$ cat config.mk
export PLATFORM = sky130hd
export DESIGN_NAME = sub_serial
export DESIGN_NICKNAME = d
export VERILOG_FILES = /design/src/rtl/sub_serial.sv
export SDC_FILE = /design/constraint.sdc
export NUM_CORES = 1
export LEC_CHECK = 0
export ABC_AREA = 1
export BUFFER_PORTS_ARGS = -buffer_cell sky130_fd_sc_hd__buf_2
export CAP_MARGIN = 0
export CORE_MARGIN = 5
export CORE_UTILIZATION = 49
export DETAILED_ROUTE_END_ITERATION = 10
export PLACE_DENSITY = 0.75
export SLEW_MARGIN = 10
export SYNTH_ARGS = -nofsm -noshare
export SYNTH_HDL_FRONTEND = slang
export SYNTH_SLANG_ARGS = --single-unit
export TNS_END_PERCENT = 20
$ cat constraint.sdc
create_clock -name clk -period 1.2 [get_ports clk]
set_clock_uncertainty 0.1 [all_clocks]
set_input_delay 0.12 -clock clk [delete_from_list [all_inputs] [get_ports clk]]
set_output_delay 0.12 -clock clk [all_outputs]
set_load 0.05 [all_outputs]
$ cat src/rtl/sub_serial.sv
// Bit-serial subtractor: LSB-first ripple of a-b over WIDTH cycles, IDLE/SUB/DONE handshake on en.
// Optional macro SUB_SERIAL_OVF_EN adds the ovf output (signed overflow of the final result).
module sub_serial #(
  parameter int unsigned WIDTH = 8
) (
  input  logic             clk,
  input  logic             rst,
  input  logic             en,
  input  logic [WIDTH-1:0] a,
  input  logic [WIDTH-1:0] b,
  output logic [WIDTH-1:0] out,
  output logic             borrow,
  output logic             done
`ifdef SUB_SERIAL_OVF_EN
  ,
  output logic             ovf
`endif
);

  localparam int unsigned CW = (WIDTH > 1) ? $clog2(WIDTH) : 1;

  typedef enum logic [1:0] {
    IDLE = 2'd0,
    SUB  = 2'd1,
    DONE = 2'd2
  } state_t;

  state_t          state;
  logic [WIDTH-1:0] a_reg;
  logic [WIDTH-1:0] b_reg;
  logic            br;
  logic [CW-1:0]   count;

  logic d_c;
  logic nb_c;
  logic last_c;

  // One full-subtractor slice on the current LSBs
  assign d_c    = a_reg[0] ^ b_reg[0] ^ br;
  assign nb_c   = (~a_reg[0] & b_reg[0]) | (~a_reg[0] & br) | (b_reg[0] & br);
  assign last_c = (count == CW'(WIDTH - 1));

  always_ff @(posedge clk or posedge rst) begin
    if (rst) begin
      state  <= IDLE;
      a_reg  <= '0;
      b_reg  <= '0;
      br     <= 1'b0;
      count  <= '0;
      out    <= '0;
      borrow <= 1'b0;
      done   <= 1'b0;
`ifdef SUB_SERIAL_OVF_EN
      ovf    <= 1'b0;
`endif
    end else begin
      case (state)
        IDLE: begin
          if (en) begin
            a_reg <= a;
            b_reg <= b;
            out   <= '0;
            br    <= 1'b0;
            count <= '0;
`ifdef SUB_SERIAL_OVF_EN
            ovf   <= 1'b0;
`endif
            state <= SUB;
          end
        end
        SUB: begin
          out   <= {d_c, out[WIDTH-1:1]};
          a_reg <= a_reg >> 1;
          b_reg <= b_reg >> 1;
          br    <= nb_c;
          // count stops at WIDTH-1 so it never wraps for power-of-two widths
          if (last_c) begin
            borrow <= nb_c;
`ifdef SUB_SERIAL_OVF_EN
            ovf    <= (a_reg[0] ^ b_reg[0]) & (d_c ^ a_reg[0]);
`endif
            done   <= 1'b1;
            state  <= DONE;
          end else begin
            count <= count + CW'(1);
          end
        end
        DONE: begin
          if (!en) begin
            done  <= 1'b0;
            state <= IDLE;
          end
        end
        default: begin
          done  <= 1'b0;
          state <= IDLE;
        end
      endcase
    end
  end

endmodule

==> results of run 1 <==
[cell usage after synthesis, drive strengths merged]
| cell | instances |
|---|---|
| buf | 8 |
| dfrtp | 32 |
| fa | 1 |
| ha | 2 |
| inv | 12 |
| nand2 | 108 |
| nand3 | 21 |
| nor2 | 2 |
| o21ai | 8 |
[through the flow]
step                      power [µW]  instance area (µm²)  std cells  setup WS [ps]
after floorplan                 3880                 1560        194          -11.4
final                           6240                 2300        308          -46.9
after global placement          4560                 1810        274          -49.9
after detailed placement        4640                 1810        274          -69.3
after global routing            6780                 2300        308           -112
after CTS                       5920                 2190        304          -31.1
[layout make-up]
type | count | area [µm²]
Timing Repair Buffer | 70 | 584
Clock buffer | 7 | 65.1
Clock inverter | 1 | 30.0
Sequential cell | 32 | 802
Tap cell | 44 | 55.1
Multi-Input combinational cell | 142 | 709
Fill cell | 238 | 752
Inverter | 12 | 55.1
[worst reg2reg max path, stage by stage (launching register included)]
cell and delay [ps]:
dfrtp_1 430, buf_4 150, inv_4 40, nor2_4 160, buf_6 150, nand2_1 60
o21ai_1 80
[worst paths after layout]
| check | to | slack, ps | depth (start not counted) |
|---|---|---|---|
| max in group asynchronous | state[1] | 390 | 4 |
| max reg2reg | out[5] | -50 | 6 |
| max | out[5] | -50 | 6 |
| min | a_reg[0] | 9 | 5 |
| min reg2reg | out[0] | 370 | 2 |
| min in group asynchronous | b_reg[7] | 300 | 4 |
[cells by family after synthesis]
| family | after synthesis | synth area share |
|---|---|---|
| flops | 32 | 0.515 |
| compound gates | 8 | 0.0330 |
| fa+ha+maj | 3 | 0.0290 |
| simple gates | 131 | 0.348 |
| buf+inv | 20 | 0.0748 |
[timing repair]
item                                    CTS  global route
hold buffers                             17             0
endpoints found under the setup margin   36            40
pin swaps                                 1             7
hold endpoints to repair                 48             0
gates cloned                              2             0
setup buffers                             3             4
resized for setup                        26            26
[power by group through the flow]
stage | Sequential (µW) | Clock [µW] | Combinational, µW
6_report | 1890 | 916 | 3430
4_1_cts | 1860 | 931 | 3130
5_1_grt | 1960 | 1000 | 3820
2_1_floorplan | 2330 | 0 | 1550
3_5_place_dp | 1870 | 0 | 2770
3_3_place_gp | 1850 | 0 | 2710
[metal layers]
| metal | vias to the layer above | wire length (µm) |
|---|---|---|
| met3 | 7 | 146 |
| met1 | 654 | 1630 |
| met5 | - | 0 |
| met4 | 0 | 55 |
| li1 | 736 | - |
| met2 | 27 | 1840 |
==> results.toml, run 1 <==
[status]
status = "finished with violations"
violations = "setup timing"

[logic_synthesis]
synth.cell_area_um2 = 1560
ys_seq_area_frac = 0.515
avgSynthCellArea_um2 = 8.02
ys_warn_count = 0
yosys-top-cells-area = "dfrtp_1 (51%), nand2_1 (25%), nand3_1 (6.8%), inv_1 (2.4%), buf_6 (2.2%)"
synth.top_cell.area_share = 0.515
yosys_register_bits = 32
synth_cell_types = 18
yosysTopAreaCell = "dfrtp_1"
syn-num-nets = 216
syn_inst = 194

[pwr]
p_sw_frac = 0.426
power_frac_seq = 0.303
ir_drop_mv = 1.97
internal_power_uw = 3580
clkPwrFrac = 0.147
powerDensity_nw_per_um2 = 2710
pwr-share-comb = 0.550
switchingPower_uw = 2660
leakagePower_uw = 0.00126

[finish]
fin_nets = 285
area_growth_pct = 47.9
num_antenna_cells = 0
drive_gt1_frac = 0.322
final_util = 0.754
final_common_cell = "nand2_1"
layout_common_cells = "nand2_1 (98), dfrtp_1 (31), buf_4 (18), buf_2 (18)"

[floorplanning]
start_util = 0.509
die_y_um = 66.3
rows = 20
io_pins = 29
core_area_um2 = 3050
die_w_um = 66.3
dieArea_um2 = 4400

[drt]
vias = 1424
drt_first_pass_iters = 4
drt_wl_total_mm = 3.67
drt-initial-drc-count = 89
drtAntennaViolNets = 0
drc = 0
wire_per_inst_um = 11.9
avgViaCountPerCell = 4.62

[worst_setup_path]
critPathKind = "reg -> reg"
crit_family = "flip-flops"
worstPathCellList = "buf_4 > inv_4 > nor2_4 > buf_6 > nand2_1 > o21ai_1"
max_stage_delay_ps = 430
critical_path_arrival_ps = 1400
cp-startpoint = "state[0]"
cp-end-kind = "flop"
worstPathRequired_ps = 1350
path_max_fanout = 7
startpoint_type = "flop"
r2r_start = "state[0]"
path_buf_inv = 3
cpMaxStageDelayCell = "dfrtp_1"

[sta]
fin_ws_ps = -46.9
timing.final.crit_period_ps = 1250
clock.fmax_mhz = 802
drv_slew = 0
relSlewSlack = 0.738
setup_viol = 20
period_share = 1.04
rsz0062_at_grt = "yes"
hold_violations = 0
fin_setup_tns_ps = -288
whs_ps = 8.52
tightest_slew_ps = 393

[worst_hold_path]
worstHoldStart = "a[0]"
hp-class = "in -> reg"

[clock_tree]
cts-buffers-inserted = 5
clk_pin_slew_ps = 100
cts-root-buf = "clkbuf_4"
ctsLongestPathBuffers = 2
clock_sinks = 32
htree_levels = 2
clock_latency_ps = 330
cts_tree = "done"

[global_routing]
grt_max_degree = 33
grtUsageTotal = 0.194
use_met1 = 0.245
grt_pass1_wl_mm = 6.44
antenna_found_initial = 0
grt_pass1_vias = 1422
use_met2 = 0.327
met3_usage = 0.0510
grt_overflow = 0
grt.busiest_layer = "met2"

[placed_design]
gp_congestion = 0.841
hpwlAfterDp_mm = 2.30
port_buffers = 28

[flow_run]
cap_viol_max_count = 0
No activity file was read; power rests on OpenSTA's default activity.
==> run 2: changes to the inputs <==
- CORE_UTILIZATION: 49 -> 40
- PLACE_DENSITY: 0.75 -> default
==> run 2 against run 1 <==
- the flow still finishes with violations (setup timing)
- hold slack gained 3.4 ps
- final area shrank 10%
- routed wire length shrank 10%
- non-clock buffer count shrank 21
- global-route usage shrank 4.8 points
- die area grew 19%
==> results.toml, run 2 (synthesis results as in run 1) <==
[worst_setup_path]
path_buf_inv = 1
worstPathCellList = "ha_2 > ha_4 > inv_2 > nand2_2 > nand3_2 > nand2_1"
critPathKind = "reg -> reg"
critical_path_arrival_ps = 1310
r2r_start = "count[1]"
worstPathRequired_ps = 1280
cp-end-kind = "flop"
rr_worst_depth = 6
rr_endpoint = "count[0]"
path_max_fanout = 4
rrSetupSlack_ps = -30
crit_family = "flip-flops"
cpMaxStageDelayCell = "dfrtp_1"
startpoint_type = "flop"
max_stage_delay_ps = 390

[sta]
relSlewSlack = 0.729
clock.fmax_mhz = 812
timing.final.crit_period_ps = 1230
hold_violations = 0
rsz0062_at_grt = "yes"
drv_slew = 0
setup_viol = 6
period_share = 1.03
fin_ws_ps = -31.6
tightest_slew_ps = 406

[drt]
avgViaCountPerCell = 4.61
drtAntennaViolNets = 0
drt-initial-drc-count = 91
drc = 0
vias = 1342
wire_per_inst_um = 11.3
drt_wl_total_mm = 3.30
drt_first_pass_iters = 4

[placed_design]
port_buffers = 28
dp_slack_ps = -80.3
hpwlAfterDp_mm = 2.23
placedCellCount = 278
post_dp_cell_area_um2 = 1830
gp_congestion = 0.770

[pwr]
power_frac_seq = 0.311
internal_power_uw = 3390
total_power_uw = 5960
clkPwrFrac = 0.170
pwr-share-comb = 0.519
powerDensity_nw_per_um2 = 2880
ir_drop_mv = 1.52
p_sw_frac = 0.431
leakagePower_uw = 0.00115
switchingPower_uw = 2570

[clock_tree]
ctsLongestPathBuffers = 2
clock_latency_ps = 280
cts-buffers-inserted = 5
clock_sinks = 32
htree_levels = 2
cts-root-buf = "clkbuf_8"
clk_pin_slew_ps = 70
cts_tree = "done"

[flow_run]
cap_viol_max_count = 0

[global_routing]
antenna_found_initial = 0
grt_pass1_vias = 1333
grt_max_degree = 33
grtUsageTotal = 0.146
grt_overflow = 0
grt_pass1_wl_mm = 5.85

[status]
violations = "setup timing"
status = "finished with violations"

[finish]
final_area_um2 = 2070
area_growth_pct = 33.2
fin_nets = 264
fin_cells = 291
drive_gt1_frac = 0.300
layout_common_cells = "nand2_1 (101), dfrtp_1 (31), buf_2 (24), nand3_1 (17), buf_4 (12)"
num_antenna_cells = 0
final_common_cell = "nand2_1"
final_util = 0.558

[floorplanning]
die_w_um = 72.4
rows = 22
die_y_um = 72.4
start_util = 0.419
core_area_um2 = 3720
dieArea_um2 = 5240
io_pins = 29

[worst_hold_path]
worstHoldStart = "b[4]"
hold_depth = 5
hold_end = "b_reg[4]"
hp-class = "in -> reg"
## run 2: cell count changes in the layout (fill, tap and decap cells not counted), sizes merged
cell         delta
buf             -8
inv             -1
clkinv          +2
dlygate4sd3    -14
## run 2: what timing repair did
action                                  CTS  global route
cloned                                    0             0
hold buffers                              3             0
setup buffers                             0             2
endpoints found under the setup margin   29            34
resized for setup                         7            21
pin swaps                                 0             4
hold endpoints to repair                 34             0
## run 2: worst reg2reg max path, delay by kind of cell, from the launching register on
| family | cells | cell delay, ps |
|---|---|---|
| fa+ha+maj | 2 | 380 |
| buf+inv | 1 | 50 |
| flops | 1 | 390 |
| simple gates | 3 | 220 |
## run 2: metal layers
layer | up-vias | routed length (µm) | track usage
met3 | 7 | 196 | 0.0554
met2 | 30 | 1500 | 0.222
met1 | 611 | 1560 | 0.189
met5 | - | 0 | 0
met4 | 0 | 41 | 0.0522
li1 | 694 | - | -
## run 2: final cells by class
cell class	count	area [µm²]
Clock inverter	2	35.0
Fill cell	381	1640
Tap cell	48	60.1
Sequential cell	32	802
Multi-Input combinational cell	142	693
Timing Repair Buffer	49	359
Inverter	12	50.0
Clock buffer	6	72.6
## run 2: worst max-delay path by stage
stage                        start       end  slack, ps  depth (start not counted)
after floorplan           count[0]      done        -10                          6
after CTS                 state[1]  a_reg[5]        -40                          7
final                     count[1]  count[0]        -30                          6
after global placement    count[0]  count[1]        -40                          6
after detailed placement  count[0]  count[2]        -80                          6
after global routing      count[1]  count[1]        -90                          5
## run 2: per-stage QoR
stage	setup TNS (ps)	hold slack, ps
6_report	-114	11.9
5_1_grt	-1410	28.8
4_1_cts	-551	7.42
3_5_place_dp	-772	127
3_3_place_gp	-479	126
2_1_floorplan	-28.1	136
## run 2: power groups by stage
stage	Clock [µW]	Sequential [µW]	Combinational, µW
2_1_floorplan	0	2330	1550
3_3_place_gp	0	1850	2790
3_5_place_dp	0	1850	2820
4_1_cts	1040	1850	2930
5_1_grt	1100	1920	3470
6_report	1010	1850	3090
==> run 3: changes to the inputs <==
- ABC_AREA: 1 -> default
==> run 3 against run 2 <==
- synthesized cell count down 24%
- final area fell by 4.2%
- the run still ends with setup timing left
- sequential power increased by 6%
- sequential cell count stayed put
- hold slack gained 43 ps
- clock power shrank 18%
- count of clock-buffer cells in the layout up 2
==> results.toml, run 3 <==
[status]
status = "finished with violations"
violations = "setup timing"

[global_routing]
grt_overflow = 0
grt_max_degree = 33
grt_pass1_vias = 1406
grtUsageTotal = 0.150
grt_pass1_wl_mm = 6.19
antenna_found_initial = 0

[drt]
drt_wl_total_mm = 3.38
vias = 1303
wire_per_inst_um = 14.0
drc = 0
drt_first_pass_iters = 4
drt-initial-drc-count = 76
drtAntennaViolNets = 0
avgViaCountPerCell = 5.41

[logic_synthesis]
synth_cell_types = 22
synthArstFlopShare = 1.00
synth_commonest_cells = "nor3_1 (39), dfrtp_1 (32), o22ai_1 (15)"
yosys_register_bits = 32
ys.flop_type = "dfrtp_1"
syn_inst = 147
synth_edf_count = 0
avgSynthCellArea_um2 = 10.5
syn-num-nets = 169
yosys-top-cells-area = "dfrtp_1 (52%), nor3_1 (13%), a22o_1 (7.4%), o22ai_1 (6.1%), buf_6 (2.9%)"
synth.top_cell.area_share = 0.519
yosysTopAreaCell = "dfrtp_1"
ys_warn_count = 0
post-synth-top-count-cell = "nor3_1"
ys_seq_area_frac = 0.519
synth.cell_area_um2 = 1540

[finish]
fin_nets = 214
final_common_cell = "nor3_1"
fin_cells = 241
drive_gt1_frac = 0.363
area_growth_pct = 28.7
final_area_um2 = 1980
layout_common_cells = "nor3_1 (39), dfrtp_1 (31), buf_2 (28), buf_4 (17), o22ai_1 (15)"
num_antenna_cells = 0

[clock_tree]
clock_latency_ps = 280
ctsLongestPathBuffers = 2
htree_levels = 2
cts-buffers-inserted = 5
clk_pin_slew_ps = 60
clock_sinks = 32
cts-root-buf = "clkbuf_8"
cts_tree = "done"

[floorplanning]
core_area_um2 = 3690
io_pins = 29
start_util = 0.418
rows = 22
die_y_um = 72.1
dieArea_um2 = 5200
die_w_um = 72.1

[sta]
hold_violations = 0
timing.final.crit_period_ps = 1420
relSlewSlack = 0.728
drv_slew = 0
rsz0062_at_grt = "yes"
tightest_slew_ps = 409
fin_ws_ps = -218
setup_viol = 23
clock.fmax_mhz = 705
period_share = 1.18

[worst_setup_path]
cp-end-kind = "flop"
critical_path_arrival_ps = 1480
worstPathRequired_ps = 1270
cp-startpoint = "count[0]"
path_max_fanout = 5
startpoint_type = "flop"
critPathKind = "reg -> reg"
r2r_start = "count[0]"

[pwr]
total_power_uw = 5480
ir_drop_mv = 1.01
leakagePower_uw = 0.000894
powerDensity_nw_per_um2 = 2760

[worst_hold_path]
hp-class = "in -> reg"
worstHoldStart = "b[1]"

[placed_design]
post_dp_cell_area_um2 = 1800
gp_congestion = 0.806
hpwlAfterDp_mm = 2.37
placedCellCount = 228
port_buffers = 28

[flow_run]
cap_viol_max_count = 0
==> run 3: metal layers <==
metal	global-route usage	wire length, µm
met1	0.179	1440
met2	0.252	1660
met3	0.0332	182
met4	0.0814	95
met5	0	0
==> run 3: path summary, 6_finish.rpt <==
path | to | slack [ps] | depth (start not counted)
min in group asynchronous | done | 380 | 4
setup reg to reg | count[0] | -220 | 4
max in group asynchronous | state[1] | 310 | 4
setup / recovery | count[0] | -220 | 4
hold reg to reg | out[0] | 390 | 1
hold / removal | b_reg[1] | 60 | 3
==> run 3: per-stage QoR <==
stage	worst slack [ps]	util	hold slack, ps	TNS (ps)
after CTS	-203	0.533	51.9	-1810
after global routing	-248	0.538	48.3	-4310
final	-218	0.538	55.3	-1880
after detailed placement	-231	0.488	126	-3360
after floorplan	-171	-	136	-634
after global placement	-157	0.488	119	-2210
==> run 3: kinds of logic (layout without fill, tap and decap cells) <==
family                   count (synthesis)  in the layout  share of synthesized area
AND/OR/NAND/NOR                         56             56                      0.194
AO/OA/AOI/OAI                           38             38                      0.176
flip-flops                              32             32                      0.519
buffers and inverters                   17             63                     0.0739
adder cells (fa/ha/maj)                  3              3                     0.0292
multiplexers                             1              1                    0.00730
==> run 3: worst max-delay path: stages, from the launching register on <==
cell and delay (ps):
dfrtp_1 390, ha_2 200, ha_4 180, mux2_2 260
a22o_1 170
==> run 3: repair_timing <==
action,in CTS,in global routing
hold buffers,3,0
setup buffers,2,0
setup endpoints to repair,32,32
pin swaps,3,4
cloned,0,0
resized for setup,9,6
hold endpoints to repair,34,0
==> run 3: area by class of cell <==
class | count | area, µm²
fillers | 340 | 1700
well taps | 48 | 60.1
flip-flops and latches | 32 | 802
multi-input cells | 98 | 684
clock buffers | 8 | 90.1
repair buffers | 50 | 329
inverters | 5 | 18.8
==> run 3: power by group <==
group          switching (µW)  internal (µW)
sequential                394           1580
clock                     365            467
combinational            1530           1140
